$ cat src/rtl/gb_output_unloader_pkg.sv
// Shared definitions for the global-buffer output unloader.
// Contents: FSM state encoding, line-count width, log2 helper for the line length.
package gb_output_unloader_pkg;

  typedef enum logic [1:0] {
    StIdle,
    StRun,
    StDrain,
    StDone
  } unload_state_e;

  // Wide enough for a full 13b x 13b element product.
  localparam int unsigned LineCntWidth = 26;

  // Exponent of a power-of-two line length (elements per buffer line).
  function automatic int unsigned log2_len(input int unsigned n);
    int unsigned r;
    r = 0;
    for (int unsigned i = 0; i < 32; i++) begin
      if ((32'd1 << i) < n) r = i + 1;
    end
    return r;
  endfunction

endpackage

$ cat src/rtl/gb_unload_fifo.sv
// Output staging FIFO for the unloader.
// Synchronous Depth x Width FIFO with occupancy count, same-cycle push/pop and a
// synchronous clear. Storage is reset so the head reads zero after reset.
// Ports:
//   clk_i, rst_ni   clock, asynchronous active-low reset
//   clear_i         drop all entries (pointers/count to zero)
//   push_i/data_i   write one entry; caller guarantees space
//   pop_i           remove head entry (ignored when empty)
//   head_o          current head entry
//   count_o         occupancy
//   empty_o         no entries held
module gb_unload_fifo #(
  parameter int unsigned Width = 128,
  parameter int unsigned Depth = 2,
  localparam int unsigned PtrW = (Depth > 1) ? $clog2(Depth) : 1,
  localparam int unsigned CntW = $clog2(Depth + 1)
) (
  input  logic             clk_i,
  input  logic             rst_ni,
  input  logic             clear_i,
  input  logic             push_i,
  input  logic [Width-1:0] data_i,
  input  logic             pop_i,
  output logic [Width-1:0] head_o,
  output logic [CntW-1:0]  count_o,
  output logic             empty_o
);

  logic [Width-1:0] mem_q [Depth];
  logic [Width-1:0] mem_d [Depth];
  logic [PtrW-1:0]  wr_ptr_q, wr_ptr_d;
  logic [PtrW-1:0]  rd_ptr_q, rd_ptr_d;
  logic [CntW-1:0]  count_q, count_d;
  logic             do_pop;

  function automatic logic [PtrW-1:0] ptr_inc(input logic [PtrW-1:0] p);
    return (p == PtrW'(Depth - 1)) ? '0 : p + PtrW'(1);
  endfunction

  assign empty_o = (count_q == '0);
  assign do_pop  = pop_i && !empty_o;
  assign head_o  = mem_q[rd_ptr_q];
  assign count_o = count_q;

  always_comb begin
    mem_d    = mem_q;
    wr_ptr_d = wr_ptr_q;
    rd_ptr_d = rd_ptr_q;
    count_d  = count_q;
    if (clear_i) begin
      wr_ptr_d = '0;
      rd_ptr_d = '0;
      count_d  = '0;
    end else begin
      if (push_i) begin
        mem_d[wr_ptr_q] = data_i;
        wr_ptr_d        = ptr_inc(wr_ptr_q);
      end
      if (do_pop) rd_ptr_d = ptr_inc(rd_ptr_q);
      unique case ({push_i, do_pop})
        2'b10:   count_d = count_q + CntW'(1);
        2'b01:   count_d = count_q - CntW'(1);
        default: count_d = count_q;
      endcase
    end
  end

  always_ff @(posedge clk_i or negedge rst_ni) begin
    if (!rst_ni) begin
      for (int i = 0; i < Depth; i++) mem_q[i] <= '0;
      wr_ptr_q <= '0;
      rd_ptr_q <= '0;
      count_q  <= '0;
    end else begin
      mem_q    <= mem_d;
      wr_ptr_q <= wr_ptr_d;
      rd_ptr_q <= rd_ptr_d;
      count_q  <= count_d;
    end
  end

endmodule

$ cat src/rtl/gb_output_unloader.sv
// Global-buffer readback engine. On start it streams ceil(N*F/length) buffer lines,
// beginning at INIT_OUTPUT_ADDR, to the host over valid/ready, one line per beat.
// Ports:
//   clk, rstn                  clock, asynchronous active-low reset
//   start                      one-cycle pulse, begins an unload (ignored while busy)
//   INIT_OUTPUT_ADDR           first line address
//   N_SAMPLE, OUTPUT_FEATURE_LENGTH  points and features per point
//   gb_ren/gb_raddr/gb_rdata   global buffer read port (data one cycle after ren)
//   m_valid/m_ready/m_data/m_last    output stream
//   busy                       unload in progress
//   done                       one-cycle pulse after the last beat is accepted
module gb_output_unloader
  import gb_output_unloader_pkg::*;
#(
  parameter int unsigned DATA_WIDTH            = 8,
  parameter int unsigned length                = 16,
  parameter int unsigned global_buf_addr_width = 16,
  parameter int unsigned FIFO_DEPTH            = 2
) (
  input  logic                             clk,
  input  logic                             rstn,
  input  logic                             start,
  input  logic [global_buf_addr_width-1:0] INIT_OUTPUT_ADDR,
  input  logic [12:0]                      N_SAMPLE,
  input  logic [12:0]                      OUTPUT_FEATURE_LENGTH,
  output logic                             gb_ren,
  output logic [global_buf_addr_width-1:0] gb_raddr,
  input  logic [DATA_WIDTH*length-1:0]     gb_rdata,
  output logic                             m_valid,
  input  logic                             m_ready,
  output logic [DATA_WIDTH*length-1:0]     m_data,
  output logic                             m_last,
  output logic                             busy,
  output logic                             done
);

  localparam int unsigned LineW   = DATA_WIDTH * length;
  localparam int unsigned LenLog2 = log2_len(length);
  localparam int unsigned CntW    = $clog2(FIFO_DEPTH + 1);
  localparam int unsigned AW      = global_buf_addr_width;

  unload_state_e           state_q, state_d;
  logic [LineCntWidth-1:0] remaining_q, remaining_d;
  logic [LineCntWidth-1:0] total_q, total_d;
  logic [LineCntWidth-1:0] beat_idx_q, beat_idx_d;
  logic [AW-1:0]           addr_q, addr_d;
  logic                    inflight_q, inflight_d;

  logic [LineCntWidth-1:0] product;
  logic [LineCntWidth:0]   rounded;
  logic [LineCntWidth-1:0] line_count;
  logic [CntW-1:0]         fifo_count;
  logic                    fifo_empty;
  logic                    fifo_clear;
  logic                    pop;
  logic [CntW:0]           credit_used;

  // ceil(N*F / length) via add-then-shift; extra top bit keeps the carry.
  assign product    = {13'd0, N_SAMPLE} * {13'd0, OUTPUT_FEATURE_LENGTH};
  assign rounded    = {1'b0, product} + (LineCntWidth + 1)'(length - 1);
  assign line_count = LineCntWidth'(rounded >> LenLog2);

  assign m_valid  = !fifo_empty;
  assign pop      = m_valid && m_ready;
  assign m_last   = m_valid && (beat_idx_q == total_q - LineCntWidth'(1));
  assign gb_raddr = addr_q;

  // Slots already spoken for once this cycle's pop is accounted for; a read is
  // only issued when its return is guaranteed a FIFO entry.
  assign credit_used = (CntW + 1)'(fifo_count) + (CntW + 1)'(inflight_q) - (CntW + 1)'(pop);

  always_comb begin
    state_d     = state_q;
    remaining_d = remaining_q;
    total_d     = total_q;
    beat_idx_d  = beat_idx_q;
    addr_d      = addr_q;
    gb_ren      = 1'b0;
    fifo_clear  = 1'b0;
    busy        = 1'b0;
    done        = 1'b0;

    if (pop) beat_idx_d = beat_idx_q + LineCntWidth'(1);

    unique case (state_q)
      StIdle: begin
        if (start) begin
          total_d     = line_count;
          remaining_d = line_count;
          addr_d      = INIT_OUTPUT_ADDR;
          beat_idx_d  = '0;
          fifo_clear  = 1'b1;
          state_d     = (line_count != '0) ? StRun : StDone;
        end
      end
      StRun: begin
        busy   = 1'b1;
        gb_ren = (remaining_q != '0) && (credit_used < (CntW + 1)'(FIFO_DEPTH));
        if (gb_ren) begin
          remaining_d = remaining_q - LineCntWidth'(1);
          addr_d      = addr_q + AW'(1);
          if (remaining_q == LineCntWidth'(1)) state_d = StDrain;
        end
      end
      StDrain: begin
        busy = 1'b1;
        if (pop && m_last) state_d = StDone;
      end
      StDone: begin
        done    = 1'b1;
        state_d = StIdle;
      end
      default: state_d = StIdle;
    endcase

    inflight_d = gb_ren;
  end

  always_ff @(posedge clk or negedge rstn) begin
    if (!rstn) begin
      state_q     <= StIdle;
      remaining_q <= '0;
      total_q     <= '0;
      beat_idx_q  <= '0;
      addr_q      <= '0;
      inflight_q  <= 1'b0;
    end else begin
      state_q     <= state_d;
      remaining_q <= remaining_d;
      total_q     <= total_d;
      beat_idx_q  <= beat_idx_d;
      addr_q      <= addr_d;
      inflight_q  <= inflight_d;
    end
  end

  // Read data returns the cycle after gb_ren and is captured at the end of it.
  gb_unload_fifo #(
    .Width (LineW),
    .Depth (FIFO_DEPTH)
  ) u_fifo (
    .clk_i   (clk),
    .rst_ni  (rstn),
    .clear_i (fifo_clear),
    .push_i  (inflight_q),
    .data_i  (gb_rdata),
    .pop_i   (pop),
    .head_o  (m_data),
    .count_o (fifo_count),
    .empty_o (fifo_empty)
  );

endmodule

$ cat config.mk
export PLATFORM = sky130hd
export DESIGN_NAME = gb_output_unloader
export DESIGN_NICKNAME = d
export VERILOG_FILES = /design/src/rtl/gb_output_unloader_pkg.sv /design/src/rtl/gb_unload_fifo.sv /design/src/rtl/gb_output_unloader.sv
export SDC_FILE = /design/constraint.sdc
export NUM_CORES = 1
export LEC_CHECK = 0
export ABC_AREA = 1
export CAP_MARGIN = 20
export CELL_PAD_IN_SITES_DETAIL_PLACEMENT = 0
export CELL_PAD_IN_SITES_GLOBAL_PLACEMENT = 1
export CORE_UTILIZATION = 44
export DETAILED_ROUTE_END_ITERATION = 10
export GPL_ROUTABILITY_DRIVEN = 1
export PLACE_DENSITY = 0.95
export SYNTH_ARGS = -nofsm -noshare
export SYNTH_HDL_FRONTEND = slang
export SYNTH_SLANG_ARGS = --single-unit
$ cat constraint.sdc
create_clock -name clk -period 8.14 [get_ports clk]
set_clock_uncertainty 0.1 [all_clocks]
set_input_delay 0.814 -clock clk [delete_from_list [all_inputs] [get_ports clk]]
set_output_delay 0.814 -clock clk [all_outputs]
set_load 0.005 [all_outputs]
* Word level (Yosys, flattened, before mapping)
Cells that the tools add are included.
Operators by class: reductions and logical operators 20, divide/modulo/power cells 0, mux-type cells 34, add/subtract/negate cells 11, order comparisons 4, shifts and indexed selects 0, eq/ne operators 11, $mul 1, bitwise gates (word level) 3
Operators by type and width (number):
- 2-to-1 mux 128 bit | 4
- bitwise mux 256 bit | 1
- 2-to-1 mux 26 bit | 5
- demux 128 bit (select 1 bit) | 1
- case mux 26 bit (2 select lines) | 1
- nonzero test 26 bit | 2
- 2-to-1 mux 16 bit | 2
- case mux 16 bit (2 select lines) | 1
- adder 26 x 4 -> 27 bit, second input constant | 1
- adder 26 x 1 -> 26 bit, second input constant | 1
- equality test 26 x 1 -> 1 bit, second input constant | 1
- equality test 26 bit | 1
- multiplier 13 x 13 -> 26 bit | 1
- subtractor 26 x 1 -> 26 bit, second input constant | 1
- subtractor 23 x 1 -> 24 bit, second input constant | 1
- adder 16 x 1 -> 16 bit, second input constant | 1
- 2-to-1 mux 2 bit | 6
- 2-to-1 mux 1 bit | 11
- inequality test 2 bit, second input constant | 4
- case mux 2 bit (4 select lines) | 1
- equality test 2 bit, second input constant | 3
- logical AND 1 bit | 6
- nonzero test 2 bit | 3
- equality test 2 x 1 -> 1 bit, second input constant | 2
- other kinds (18) | 23
Word-level totals: output and inout port bits 149, bits in registers 354, RAM bits 0, memories 0, bits in read-only memories 0, bits of input ports 174, logic and storage cells 95, latch bits 0

* Depth between registers and ports, before layout
Gate-level depths: netlist (run 1).
word-level depth 8, gate-level depth with buffers 31, depth with buffers taken out 30

* Cells and area by module
From an unflattened synthesis (run 1), not the netlist that was laid out.
Unflattened totals: cell total of the unflattened synthesis 3264, area, all modules 24447.2 µm²
By module, submodules not included:
- gb_output_unloader | cells an instance 1869, instances 1, area each 13096.3 µm²
- gb_unload_fifo | cells an instance 1395, instances 1, area each 11350.9 µm²

* Worst setup path after synthesis (run 1)
OpenSTA, ideal clock, no wires.
path type input to register, start input port OUTPUT_FEATURE_LENGTH[3], end register state_q[1], cell stages on the path 29, slack 2.337 ns, buffers on the path 1, arrival time 5.638 ns, required time 7.975 ns, cell sequence clkbuf_1 > nand2_1 > inv_1 > fa_1 > inv_1 > fa_1 > inv_1 > fa_1 > inv_1 > fa_1 > inv_1 > fa_1 > ha_1 > ha_1 > nand2_1 > inv_1 > a21oi_1 > nand3_1 > nand2_1 > nand2_1 > nand2_1 > nand2_1 > nor2_1 > nand2_1 > nor2_1 > nand3_1 > nand2_1 > nand2_1 > nand2_1
Between the ends: longest elaborated chain between the ends 6
RTL lines:
- start: declaration | RTL line gb_output_unloader.sv:25 | input logic [12:0] OUTPUT_FEATURE_LENGTH,
- multiplier 13 x 13 -> 26 bit | RTL line gb_output_unloader.sv:59 | assign product = {13'd0, N_SAMPLE} * {13'd0, OUTPUT_FEATURE_LENGTH};
- adder 26 x 4 -> 27 bit | RTL line gb_output_unloader.sv:60 | assign rounded = {1'b0, product} + (LineCntWidth + 1)'(length - 1);
- nonzero test 26 bit | RTL line gb_output_unloader.sv:93 | state_d = (line_count != '0) ? StRun : StDone;
- 2-to-1 mux 2 bit | RTL line gb_output_unloader.sv:93
- 2-to-1 mux 2 bit | RTL line gb_output_unloader.sv:87 | if (start) begin
- case mux 2 bit (4 select lines) | RTL line gb_output_unloader.sv:85 | unique case (state_q)
- end signal: assignment | RTL line gb_output_unloader.sv:121 | state_q <= StIdle;
- end signal: assignment | RTL line gb_output_unloader.sv:128 | state_q <= state_d;
- end: declaration | RTL line gb_output_unloader.sv:42 | unload_state_e state_q, state_d;
No other way between the ends. The select of a mux whose other input is x is not followed. A chain may end at the register's enable or synchronous reset.

* Final worst setup path (run 1)
start input port N_SAMPLE[0], end register state_q[1]
Between the ends: longest elaborated chain between the ends 6
RTL lines:
- start: declaration | RTL line gb_output_unloader.sv:24 | input logic [12:0] N_SAMPLE,
- multiplier 13 x 13 -> 26 bit | RTL line gb_output_unloader.sv:59
- adder 26 x 4 -> 27 bit | RTL line gb_output_unloader.sv:60
- nonzero test 26 bit | RTL line gb_output_unloader.sv:93
- 2-to-1 mux 2 bit | RTL line gb_output_unloader.sv:93
- 2-to-1 mux 2 bit | RTL line gb_output_unloader.sv:87
- case mux 2 bit (4 select lines) | RTL line gb_output_unloader.sv:85
No other way between the ends. The select of a mux whose other input is x is not followed.

==> results of run 1 <==
per-stage QoR:
step	std cells	hold slack (ns)	power [mW]
floorplan	3265	0.353	6.93
global placement	4159	0.365	9.24
detailed placement	4159	0.373	9.33
CTS	4232	0.113	11.3
global route	4237	0.134	12.3
finish	4237	0.0836	11.2
state kept, by name, summed over array words and instances (netlist names), 2 cells and up:
| name | cells |
|---|---|
| total_q | 23 |
| u_fifo.mem_q | 256 |
| u_fifo.count_o | 2 |
| remaining_q | 26 |
| gb_raddr | 16 |
| state_q | 2 |
| beat_idx_q | 26 |
logic make-up (layout without fill, tap and decap cells):
family / count (synthesis) / in the layout
other: 0 / 4
and+or+nand+nor: 1525 / 1525
buffers and inverters: 649 / 921
xor gates and xnor gates: 55 / 55
AOI/OAI and AO/OA: 450 / 450
adders and majority gates: 231 / 231
muxes: 1 / 1
DFF: 354 / 354
per-layer routing:
metal,vias up,GRT usage
li1,10500,-
met4,6,0.0824
met5,-,0
met3,115,0.0400
met2,551,0.390
met1,9866,0.328
worst register-to-register path, delay by kind of cell, from the launching register on:
kind            cells  cell delay (ns)
flops               1             0.43
fa+ha+maj           2             0.76
simple gates        4             0.59
buf+inv             5             1.30
compound gates      7             1.09
placed cells by master, fill, tap and decap left out, drive strengths merged, types with 3 or more instances in the layout:
cell / n
a31oi: 7
clkinv: 7
o22ai: 6
ha: 109
nand4: 24
o21a: 3
nand3: 94
buf: 13
fa: 122
xor2: 41
a21oi: 57
nor4: 3
diode: 4
o21bai: 7
dfrtp: 354
xnor2: 14
nand3b: 10
o211ai: 12
clkdlybuf4s50: 321
and2: 5
nor3: 30
nand2: 1172
nor3b: 3
o21ai: 349
clkbuf: 60
inv: 516
nor2: 182
a22oi: 3
power groups by stage:
| stage | combinational [mW] | clock [mW] | sequential (mW) |
|---|---|---|---|
| after floorplan | 4.15 | 0 | 2.78 |
| after detailed placement | 6.41 | 0 | 2.92 |
| after CTS | 6.46 | 1.92 | 2.90 |
| after global placement | 6.34 | 0 | 2.90 |
| after global routing | 7.32 | 1.99 | 3.00 |
| final | 6.43 | 1.88 | 2.90 |
layout make-up:
class                      instances  share of cell area
multi-input combinational       2262               0.438
sequential                       354               0.303
timing repair buffer             334               0.115
inverter                         514              0.0662
clock buffer                      60              0.0410
tap                              696              0.0298
clock inverter                    13             0.00613
antenna                            4            0.000343
how the worst min path moves through the flow:
stage               slack [ns]                 to  depth (start not counted)               from
floorplan                 0.35  u_fifo.mem_q[126]                          2  u_fifo.mem_q[126]
global placement          0.36  u_fifo.mem_q[147]                          2  u_fifo.mem_q[147]
detailed placement        0.37  u_fifo.mem_q[183]                          2  u_fifo.mem_q[183]
CTS                       0.11     beat_idx_q[20]                          1               rstn
global route              0.13     beat_idx_q[20]                          1               rstn
finish                    0.08     beat_idx_q[20]                          1               rstn
==> results.sh, run 1 <==
export IMPL_final_min_clock_period_ns=6.65
export IMPL_synth_edf_count=0
export IMPL_pwr_share_clk=0.167
export IMPL_switching_share=0.454
export IMPL_setup_viol=0
export IMPL_fmax_mhz=150
export IMPL_rrSetupSlack_ns=3.77
export IMPL_required_ns=8.55
export IMPL_firstDrtPassIters=6
export IMPL_grt_setup_unrepaired="no"
export IMPL_dr_wl_met3_um=3870
export IMPL_p_switching_mw=5.09
export IMPL_hold_buffers=0
export IMPL_ys_async_sr_fraction=1.00
export IMPL_synthDistinctLibCells=45
export IMPL_pwr_share_comb=0.574
export IMPL_synth_largest_area_cell="dfrtp_1"
export IMPL_cp_buffers_inverters=3
export IMPL_multi_input_comb_area_mm2=0.0128
export IMPL_drive_gt1_frac=0.0308
export IMPL_grt_max_degree=257
export IMPL_path_class="in2reg"
export IMPL_yosysWarnings=0
export IMPL_fin_util=0.542
export IMPL_place_ws_ns=1.02
export IMPL_ys_flop_type="dfrtp_1"
export IMPL_cp_top_family="adder cells"
export IMPL_crit_path_max_fanout=14
export IMPL_slowest_stage="clkdlybuf4s50_1"
export IMPL_p_leak_nw=15.5
export IMPL_p_int_mw=6.12
export IMPL_h_tree_depth=2
export IMPL_syn2layout_area_growth_pct=21.3
export IMPL_max_slew_margin=0.261
export IMPL_worst_pin_slew_ns=1.11
export IMPL_tritoncts="done"
export IMPL_synth_avg_cell_area_um2=7.37
export IMPL_cts_setup_buffers=0
export IMPL_hold_viol_final=0
export IMPL_start_util=0.447
export IMPL_wl_met1_um=29600
export IMPL_clockBufferDepth=3
export IMPL_overflow=0
export IMPL_regArea_mm2=0.00886
export IMPL_synthesis_area_mm2=0.0241
export IMPL_crit_arrival_ns=7.06
export IMPL_viasPerCell=4.97
export IMPL_cts_resized=0
export IMPL_top_layer="met5"
export IMPL_reg2regPathDepth=18
export IMPL_status="complete, no violations"
export IMPL_path_cells="clkdlybuf4s50_1 -> nand2_1 -> fa_1 -> fa_1 -> inv_1 -> fa_1 -> fa_1 -> fa_1 -> ha_1 -> ha_1 -> nand2_1 -> inv_1 -> nand3_1 -> nor3_1 -> nand3_1 -> nand3_1 -> nand2_1 -> nand2_1 -> nand3_1 -> nor2_1 -> nand3_1 -> nand2_1 -> nand2_1 -> nand2_1"
export IMPL_coreArea_mm2=0.0539
export IMPL_drt_iter0_markers=1533
export IMPL_crit_top_cell="nand2_1"
export IMPL_synthMuxAreaShare=0.000416
export IMPL_hold_path_class="in2async"
export IMPL_place_area_mm2=0.0278
export IMPL_path_clk_slew_ns=0.06
export IMPL_remaining_drc_errors=0
export IMPL_ant_nets=0
export IMPL_crit_cells=24
export IMPL_vias=21100
export IMPL_final_max_slew_viol_count=0
export IMPL_nFillCells=5233
export IMPL_startpoint_type="primary input"
export IMPL_cp_end_kind="register"
export IMPL_synth_area_top_cells="dfrtp_1 (37%), nand2_1 (18%), fa_1 (10%)"
export IMPL_yosys_area_share_simple=0.254
export IMPL_reg2reg_to="remaining_q[21]"
export IMPL_clkLatencyLatePin_ns=0.58
export IMPL_synthCells=3265
export IMPL_setup_slack_ns=1.49
export IMPL_synth_most_common_cell="nand2_1"
export IMPL_die_area_mm2=0.0557
export IMPL_nets=3912
export IMPL_slowest_delay_ns=0.85
export IMPL_clock_sinks=354
export IMPL_io_pins=323
export IMPL_dpl_hpwl_um=48700
export IMPL_wire_per_inst_um=15.6
export IMPL_powerDensity_mw_per_mm2=384
export IMPL_met2_length_um=30500
export IMPL_die_h_um=236
export IMPL_numCtsBuffers=41
export IMPL_die_x_um=236
export IMPL_rows=85
export IMPL_fin_area_mm2=0.0292
export IMPL_syn_nets=3670
export IMPL_synth_top_family_by_area="simple AND/OR/NAND/NOR gates"
export IMPL_numPortBuffers=322
export IMPL_antenna_found_initial=7
export IMPL_synth_xor_area_share=0.0200
export IMPL_grt_pass1_vias=20400
export IMPL_tns_ns=0
export IMPL_synthTopCellsByCount="nand2_1 (1166), inv_1 (510), dfrtp_1 (354), o21ai_0 (339), nor2_1 (173)"
export IMPL_grt_pass1_wl_um=109000
export IMPL_drt_total_wl_um=66200
export IMPL_crit_end="state_q[1]"
export IMPL_peakVddDrop_mv=0.328
export IMPL_clock_root_buffer="clkbuf_16"
export IMPL_synthAdderAreaFrac=0.158
export IMPL_yosysSeqAreaShare=0.368
export IMPL_startpoint="N_SAMPLE[0]"
export IMPL_fin_crit_sh=0.817
export IMPL_power_share_sequential=0.259
export IMPL_synth_compound_area_frac=0.0977
export IMPL_cap_viol_max_count=0
export IMPL_ys_seq_elements=354
export IMPL_gp_congestion=0.902
export IMPL_netlist_area_leader_share=0.368
export IMPL_track_usage=0.241
export IMPL_reg2reg_from="u_fifo.count_o[1]"
No activity file was read; power rests on OpenSTA's default activity.
==> inputs of run 2 (changes only) <==
Settings changed: CORE_UTILIZATION 44 to 37, PLACE_DENSITY 0.95 to 0.89.
Clock period 8.14 ns to 5.8 ns, I/O delays scaled along.
==> run 2 against run 1 <==
Effect of this change: combinational power up 91%; sequential share of layout area down 1.8 points; via count up 1.8%; die area up 19%; non-clock buffer count up 148; largest cell class unchanged; utilization down 6.0 points; largest power group unchanged; final cell count up 7.3%; total power up 69%; critical path depth up 4; first-iteration DRC count up 6.3%; register-to-register slack worse by 2.0 ns.
==> results.sh, run 2 (synthesis results as in run 1) <==
export IMPL_status="complete, no violations"
export IMPL_startpoint_type="primary input"
export IMPL_dpl_hpwl_um=49400
export IMPL_powerDensity_mw_per_mm2=611
export IMPL_max_slew_margin=0.256
export IMPL_rrSetupSlack_ns=1.80
export IMPL_crit_end="remaining_q[19]"
export IMPL_wire_per_inst_um=14.8
export IMPL_io_pins=323
export IMPL_slowest_stage="fa_1"
export IMPL_clkLatencyLatePin_ns=0.58
export IMPL_grt_max_degree=257
export IMPL_fin_area_mm2=0.0310
export IMPL_syn2layout_area_growth_pct=28.8
export IMPL_fin_util=0.482
export IMPL_ant_nets=0
export IMPL_die_area_mm2=0.0661
export IMPL_crit_top_cell="inv_1"
export IMPL_numPortBuffers=322
export IMPL_nets=4059
export IMPL_crit_arrival_ns=5.87
export IMPL_peakVddDrop_mv=0.527
export IMPL_viasPerCell=4.72
export IMPL_reg2reg_to="remaining_q[21]"
export IMPL_worst_pin_slew_ns=1.12
export IMPL_path_class="in2reg"
export IMPL_numCtsBuffers=40
export IMPL_drt_total_wl_um=67300
export IMPL_required_ns=6.18
export IMPL_h_tree_depth=2
export IMPL_track_usage=0.202
export IMPL_top_register="u_fifo.mem_q"
export IMPL_mostFrequentLayoutCells="nand2_1 (1149), inv_1 (508), dfrtp_1 (353)"
export IMPL_drive_gt1_frac=0.0898
export IMPL_hold_ws_ns=0.382
export IMPL_antenna_found_initial=8
export IMPL_grt_pass1_wl_um=108000
export IMPL_top_regs="u_fifo.mem_q x256, beat_idx_q x26, remaining_q x26"
export IMPL_start_util=0.374
export IMPL_reg2reg_from="u_fifo.count_o[1]"
export IMPL_die_x_um=257
export IMPL_path_clk_slew_ns=0.06
export IMPL_crit_path_max_fanout=13
export IMPL_slowest_delay_ns=0.55
export IMPL_final_max_slew_viol_count=0
export IMPL_vias=21500
export IMPL_fin_crit_sh=0.947
export IMPL_setup_viol=0
export IMPL_grt_pass1_vias=20500
export IMPL_clockBufferDepth=3
export IMPL_cp_end_kind="register"
export IMPL_hold_viol_final=0
export IMPL_tritoncts="done"
export IMPL_gp_congestion=0.887
export IMPL_reg2regPathDepth=17
export IMPL_coreArea_mm2=0.0643
export IMPL_clock_sinks=354
export IMPL_final_min_clock_period_ns=5.49
export IMPL_p_leak_nw=16.3
export IMPL_place_area_mm2=0.0291
export IMPL_clock_root_buffer="clkbuf_16"
export IMPL_fmax_mhz=182
export IMPL_startpoint="N_SAMPLE[7]"
export IMPL_firstDrtPassIters=5
export IMPL_remaining_drc_errors=0
export IMPL_min_path_cells=2
export IMPL_drt_iter0_markers=1630
export IMPL_hold_path_class="reg2reg"
export IMPL_overflow=0
export IMPL_cap_viol_max_count=0
export IMPL_rows=93
export IMPL_largest_reg_flops=256
export IMPL_cts_setup_buffers=0
export IMPL_die_h_um=257
export IMPL_mostFrequentLayoutCell="nand2_1"
[run 2: cell count changes in the layout (fill, tap and decap cells not counted), sizes merged, moves of 2 or more]
cell	previous run	this run
clkdlybuf4s50	321	314
dlymetal6s2s	0	7
inv	516	514
diode	4	7
clkbuf	60	62
buf	13	160
[run 2: how the worst min path moves through the flow]
| stage | from | end | slack [ns] |
|---|---|---|---|
| global route | u_fifo.mem_q[236] | u_fifo.mem_q[236] | 0.40 |
| floorplan | rstn | beat_idx_q[0] | 0.18 |
| global placement | u_fifo.mem_q[6] | u_fifo.mem_q[6] | 0.37 |
| CTS | u_fifo.mem_q[237] | u_fifo.mem_q[237] | 0.39 |
| finish | u_fifo.mem_q[59] | u_fifo.mem_q[59] | 0.38 |
| detailed placement | u_fifo.mem_q[66] | u_fifo.mem_q[66] | 0.37 |
[run 2: worst max-delay path, delay by kind of cell]
kind	cells	cell delay [ns]
adders and majority gates	7	3.02
and+or+nand+nor	11	0.97
buffers and inverters	9	1.05
AOI/OAI and AO/OA	1	0.24
[run 2: layer usage]
layer	track usage	share of wire	vias up
li1	-	-	10800
met1	0.279	0.46	9968
met2	0.320	0.46	562
met3	0.0284	0.053	108
met4	0.0771	0.035	2
met5	0	0.00019	-
[run 2: final cells by class]
type	instances	area (µm²)
fillers	6353	33300
clock inverters	11	146
inverters	514	1930
multi-input cells	2262	13200
clock buffers	62	1230
well taps	855	1070
repair buffers	482	4520
flip-flops and latches	354	8860
diodes	7	17.5
[run 2: power breakdown]
part,internal [mW],switching [mW],leakage [nW]
sequential,3.45,0.596,4.41
clock,1.52,1.06,0.673
combinational,5.76,6.56,11.2
total,10.7,8.22,16.3
[run 2: metrics by stage]
stage	worst slack (ns)	power, mW	TNS, ns	cells
after floorplan	0.231	9.73	0	3265
after global placement	-0.503	15.0	-10.70	4466
after detailed placement	-0.525	15.1	-13.16	4466
after CTS	0.0674	17.8	0	4540
after global routing	-0.0390	20.7	-0.0390	4547
final	0.306	19.0	0	4547
[run 2: what timing repair did]
action,in CTS,in global routing
hold endpoints to repair,88,0
hold buffers,1,0
resized for setup,0,91
setup endpoints to repair,0,30
